===== src/rtl/pipeline_stall_controller.sv =====
// pipeline_stall_controller
//
// Central stall/flush sequencer for a 5-stage MIPS pipeline. It combines the
// load-use hazard check with scheduling for the multi-cycle mult/div unit and
// taken-branch flushes of IF/ID. It also keeps a saturating count of stalled
// cycles for performance monitoring.
//
// Ports:
//   clk, rst_n            pipeline clock (rising edge), async active-low reset
//   ID_EX_MemRead         instruction in EX is a load
//   ID_EX_RegisterRt      destination register of that load
//   IF_ID_RegisterRs/Rt   source registers of the instruction in ID
//   IF_ID_UsesRt          instruction in ID reads rt
//   ID_MulDiv             instruction in ID is mult/multu/div/divu
//   ID_ReadsHiLo          instruction in ID is mfhi/mflo
//   branch_taken          branch resolved taken in ID this cycle
//   PCWrite               1 = PC updates
//   IF_ID_Write           1 = IF/ID register loads
//   stall_mux             0 = inject bubble into ID/EX
//   IF_ID_Flush           1 = clear IF/ID on next edge
//   muldiv_start          one-cycle start pulse to the mult/div unit
//   muldiv_busy           mult/div unit is busy
//   stall_cycles          saturating count of cycles with PCWrite=0
module pipeline_stall_controller #(
  parameter int unsigned MULDIV_LAT = 8,
  parameter int unsigned CNT_W      = 4,
  parameter int unsigned PERF_W     = 16
) (
  input  logic              clk,
  input  logic              rst_n,
  input  logic              ID_EX_MemRead,
  input  logic [4:0]        ID_EX_RegisterRt,
  input  logic [4:0]        IF_ID_RegisterRs,
  input  logic [4:0]        IF_ID_RegisterRt,
  input  logic              IF_ID_UsesRt,
  input  logic              ID_MulDiv,
  input  logic              ID_ReadsHiLo,
  input  logic              branch_taken,
  output logic              PCWrite,
  output logic              IF_ID_Write,
  output logic              stall_mux,
  output logic              IF_ID_Flush,
  output logic              muldiv_start,
  output logic              muldiv_busy,
  output logic [PERF_W-1:0] stall_cycles
);

  localparam logic [CNT_W-1:0] LatCnt = CNT_W'(MULDIV_LAT);
  localparam logic [CNT_W-1:0] OneCnt = CNT_W'(1);

  typedef enum logic [0:0] {StRun, StMdBusy} state_e;

  state_e              state_q, state_d;
  logic [CNT_W-1:0]    cnt_q, cnt_d;
  logic [PERF_W-1:0]   stall_cycles_q, stall_cycles_d;

  logic load_use;
  logic md_hazard;
  logic stall;
  logic start;

  // Hazard detection. A load into $zero never creates a dependency.
  always_comb begin
    load_use = ID_EX_MemRead && (ID_EX_RegisterRt != 5'd0) &&
               ((ID_EX_RegisterRt == IF_ID_RegisterRs) ||
                (IF_ID_UsesRt && (ID_EX_RegisterRt == IF_ID_RegisterRt)));
    md_hazard = (state_q == StMdBusy) && (ID_MulDiv || ID_ReadsHiLo);
    stall     = load_use || md_hazard;
    // A load-use hazard on the operands holds off the start until after the bubble.
    start     = (state_q == StRun) && ID_MulDiv && !load_use;
  end

  // State register.
  always_ff @(posedge clk or negedge rst_n) begin
    if (!rst_n) begin
      state_q        <= StRun;
      cnt_q          <= '0;
      stall_cycles_q <= '0;
    end else begin
      state_q        <= state_d;
      cnt_q          <= cnt_d;
      stall_cycles_q <= stall_cycles_d;
    end
  end

  // Next-state logic.
  always_comb begin
    state_d        = state_q;
    cnt_d          = cnt_q;
    stall_cycles_d = stall_cycles_q;

    unique case (state_q)
      StRun: begin
        if (start) begin
          state_d = StMdBusy;
          cnt_d   = LatCnt;
        end
      end
      StMdBusy: begin
        if (cnt_q == OneCnt) begin
          state_d = StRun;
          cnt_d   = '0;
        end else begin
          cnt_d = cnt_q - OneCnt;
        end
      end
      default: begin
        state_d = StRun;
        cnt_d   = '0;
      end
    endcase

    // Saturate rather than wrap so long runs still read as "many stalls".
    if (stall && (stall_cycles_q != {PERF_W{1'b1}})) begin
      stall_cycles_d = stall_cycles_q + PERF_W'(1);
    end
  end

  // Outputs. Everything is forced to the pass-through values while in reset,
  // independent of what the hazard inputs are doing.
  always_comb begin
    PCWrite      = 1'b1;
    IF_ID_Write  = 1'b1;
    stall_mux    = 1'b1;
    IF_ID_Flush  = 1'b0;
    muldiv_start = 1'b0;
    muldiv_busy  = 1'b0;
    if (rst_n) begin
      PCWrite      = !stall;
      IF_ID_Write  = !stall;
      stall_mux    = !stall;
      // A stalled branch is re-resolved next cycle, so flush is withheld.
      IF_ID_Flush  = branch_taken && !stall;
      muldiv_start = start;
      muldiv_busy  = (state_q == StMdBusy);
    end
    stall_cycles = stall_cycles_q;
  end

endmodule

===== config.mk =====
export PLATFORM = sky130hd
export DESIGN_NAME = pipeline_stall_controller
export DESIGN_NICKNAME = d
export VERILOG_FILES = /design/src/rtl/pipeline_stall_controller.sv
export SDC_FILE = /design/constraint.sdc
export NUM_CORES = 1
export LEC_CHECK = 0
export ABC_AREA = 1
export CAP_MARGIN = 20
export CORE_UTILIZATION = 47
export CTS_BUF_LIST = sky130_fd_sc_hd__clkbuf_8 sky130_fd_sc_hd__clkbuf_16
export DETAILED_ROUTE_END_ITERATION = 8
export GPL_ROUTABILITY_DRIVEN = 0
export PLACE_DENSITY = 0.82
export SYNTH_ARGS = -nofsm -noshare
export SYNTH_HDL_FRONTEND = slang
export SYNTH_SLANG_ARGS = --single-unit

===== constraint.sdc =====
create_clock -name clk -period 1.8 [get_ports clk]
set_input_delay 0.18 -clock clk [delete_from_list [all_inputs] [get_ports clk]]
set_output_delay 0.18 -clock clk [all_outputs]
set_load 0.02 [all_outputs]

==> results by stage <==
Floorplan:
- The core outline area is 0.00308 mm2.
- The initialized floorplan defines 20 standard-cell rows.
- The die boundary width is 59.1 um.
- The die span in y is 59.1 um.
- The floorplan step defined a die boundary enclosing 0.00349 mm2.
- The initial standard-cell utilization of the core is 0.498.
- In this run the count of I/O pins placed on the die edge is 44.

Synthesis:
- The leading register cell type out of synthesis is dfrtp_1.
- The synthesized design contains 21 register bits.
- The proportion of synthesized flip-flops having asynchronous set or reset is 1.00.
- After synthesis, the cell types taking the most area are dfrtp_1 (34%), nand2_1 (22%), nand3_1 (10%).
- Of the synthesized area, sequential elements account for 0.343.
- The number of different library cells in the post-synthesis netlist is 21.
- Of the total synthesized cell area, the portion taken by AND, OR, NAND and NOR gates is 0.436.
- The compound-gate portion of the synthesized area came to 0.0147.
- The portion of synthesized cell area occupied by the leading cell type is 0.343.
- The post-synthesis mux area share is 0.
- The number of enable-type register cells in the synthesized netlist is 0.
- The most frequent cell after synthesis is nand2_1.
- By count the netlist is led by nand2_1 (88), inv_1 (36), nand3_1 (31), dfrtp_1 (21), nor2_1 (18).
- The biggest area contributor in the post-synthesis netlist is dfrtp_1.
- The Yosys step of the flow raised 0 warnings.
- The synthesized-area fraction occupied by xor and xnor cells is 0.0629.
- By area, the combinational part of the netlist is dominated by simple AND/OR/NAND/NOR gates.
- Counting every instance in the synthesized netlist gives 232.
- The post-synthesis instance area is 0.00153 mm2.
- When the netlist entered floorplanning its net count stood at 257.
- In this run the mean area of a mapped cell was 6.60 um2.
- The area share of fa/ha/maj cells after synthesis is 0.0245.

Timing:
- The measured slew at the worst slew-check pin is 0.462 ns.
- The number of max-slew violations in the final report is 0.
- After layout, the minimum clock period comes to 1.70 ns.
- The total count of hold-check failures in the final report is 0.
- The setup slack of the critical path after layout is 0.101 ns.
- Setup repair after global routing left no endpoint under its margin.
- Measured against its own limit, the worst slew margin works out to 0.690.
- The clock arrives with 0.00274 ns of skew.
- Setup violations remaining at the end of the flow were counted as 0.
- The post-route worst hold slack is 0.369 ns.
- The upper clock frequency limit is 588 MHz.
- Of the available clock period, the critical path in the final layout requires 0.944.

Global route:
- The remaining global-route overflow is 0.
- Entering global routing, the biggest net connects 22 pins.
- For this run, the total global-route usage over all layers was measured as 0.237.
- The number of global-route vias before repair is 1,459.
- The initial antenna violation count is 0.
- The first global-routing pass estimated 6.32 mm of wire.

Route:
- The count of nets left with antenna violations once routing finished came out at 0.
- The overall via count from detail_route is 1,529.
- The post-detailed-routing wire length is 3.60 mm.
- The met1 routed wirelength after detailed routing is 1.68 mm.
- The routed via count divided by cell count is 4.69.
- For this run, the detailed router's first-pass iteration total came to 4.
- Routed signal wires occupy layers up through met4.
- The number of DRC violations after detailed routing is 0.
- The wire length on met2 is 1.77 mm.
- Dividing the detail-routed wire length by the instance count gives 11.0 um.
- The wire length on met3 is 126 um.
- The detailed router finished its first iteration with 61 violations.

CTS:
- The number of buffers on the longest clock path is 2.
- The CTS buffer count is 3.
- CTS placed an instance of clkbuf_8 at the clock tree root.
- The number of H-tree levels is 1.
- In this run, post-CTS hold repair placed 0 buffers.
- The later pin in the worst-skew pair is clocked with a latency of 0.26 ns.
- Clock-pin slew was measured on the worst setup and hold paths at 0.08 ns.
- TritonCTS built the clock tree.
- The number of sinks driven by the clock tree is 21.
- Buffers added to address setup during post-CTS repair amount to 0.

Placement:
- The number of instances in the placed design is 322.
- The post-DP HPWL is 2.82 mm.
- OpenSTA, run right after detailed placement, puts the worst setup slack at -0.383 ns.
- The number of I/O port buffers is 43.

Cells and area:
- The final instance count without filler cells is 326.
- At the end of the flow the core is filled with cells to 0.679.
- The number of antenna diodes in the final layout is 0.
- The area growth from synthesis to layout is 36.4%.
- The number of nets in the finished design is 308.
- Of the cells placed in the final design, the portion with a size suffix greater than 1 is 0.0957.

Run:
- Across the run, the number of max-cap violations was 0.

Critical path:
- Setup slack on the worst reg-to-reg path comes out at 0.15 ns.
- Measured in cells, the most critical reg-to-reg path has a length of 7.
- The critical path in this run is classified as input pin to primary output.
- The worst register-to-register path begins at stall_cycles[0].
- The endpoint identified for the worst register-to-register timing path is stall_cycles[3].
- The endpoint required time on the critical path is 1.62 ns.
- STA classifies the critical path startpoint as an input pin.
- The critical path data arrival time is 1.52 ns.
- The worst setup path is captured at a primary output.
- Of all nets on the critical path, the largest fanout is 8.

Power and ir drop:
- The analysis attributes to cell leakage a power of 1.17 nW.
- Power spread over the standard cell area amounts to 919 mW/mm2.
- The maximum resistive drop on vdd is 684 uV.

Outcome:
- The run finished with clean final reports.

Hold path:
- The class of the tightest hold or removal check is input pin to asynchronous set/reset pin.
-- area by class of cell --
cell class / count / area, um2
clock buffers: 3 / 41.3
clock inverters: 1 / 3.75
fillers: 279 / 988
inverters: 36 / 135
multi-input cells: 169 / 837
flip-flops and latches: 21 / 526
well taps: 44 / 55.1
repair buffers: 52 / 492
-- cell usage in the layout, fill, tap and decap left out, drive strengths merged --
master and instances:
xnor2 7, clkdlybuf4s50 33, o211ai 1, nor3 6, clkbuf 3, nor2 19, nand2 89, xor2 4
buf 14, dlymetal6s2s 5, nand3 32, inv 37, or2 2, dfrtp 21, nand4 3, o21ai 3
ha 3
-- repair_timing --
item                                    4_1_cts  5_1_grt
gates resized for setup                      19       13
endpoints found under the setup margin        5       17
cloned                                        0        0
-- registers in the layout, indices dropped and copies added, names as in the netlist --
register,flops
stall_cycles,16
state_q,1
cnt_q,4
-- through the flow --
step,total power [mW],instance area (um2),TNS (ns)
after CTS,1.92,2070,0
final,1.92,2090,0
after floorplan,1.31,1530,0
after global routing,2.09,2090,0
after global placement,1.61,2040,-4.21
after detailed placement,1.63,2040,-4.89
-- worst max path at each step --
stage | from | to | slack (ns) | cells past startpoint
3_5_place_dp | ID_EX_RegisterRt[3] | IF_ID_Write | -0.38 | 9
3_3_place_gp | ID_EX_RegisterRt[3] | IF_ID_Flush | -0.34 | 9
2_1_floorplan | stall_cycles[0] | stall_cycles[15] | 0.20 | 7
6_report | rst_n | muldiv_busy | 0.10 | 5
5_1_grt | IF_ID_RegisterRt[4] | stall_mux | 0.0007 | 11
4_1_cts | ID_EX_RegisterRt[3] | IF_ID_Flush | 0.02 | 9
-- routing by layer --
layer  up-vias  global-route usage
li1        813                   -
met1       687               0.318
met2        27               0.399
met3         2              0.0371
met4         0              0.0612
met5         -                   0
-- logic make-up (layout without fill, tap and decap cells) --
group	Yosys count	after routing
XOR/XNOR	11	11
adder cells (fa/ha/maj)	3	3
AO/OA/AOI/OAI	4	4
AND/OR/NAND/NOR	151	151
buffers and inverters	42	92
flip-flops	21	21
-- worst max-delay path: stages --
cell,delay [ns]
clkdlybuf4s50_1,0.47
buf_4,0.17
nand2_1,0.06
inv_1,0.05
clkdlybuf4s50_1,0.59
-- where the power goes --
part	switching [mW]	internal, mW
registers	0.136	0.589
clock network	0.148	0.152
logic	0.492	0.404
total	0.776	1.14
(Power assumes the default switching activity.)
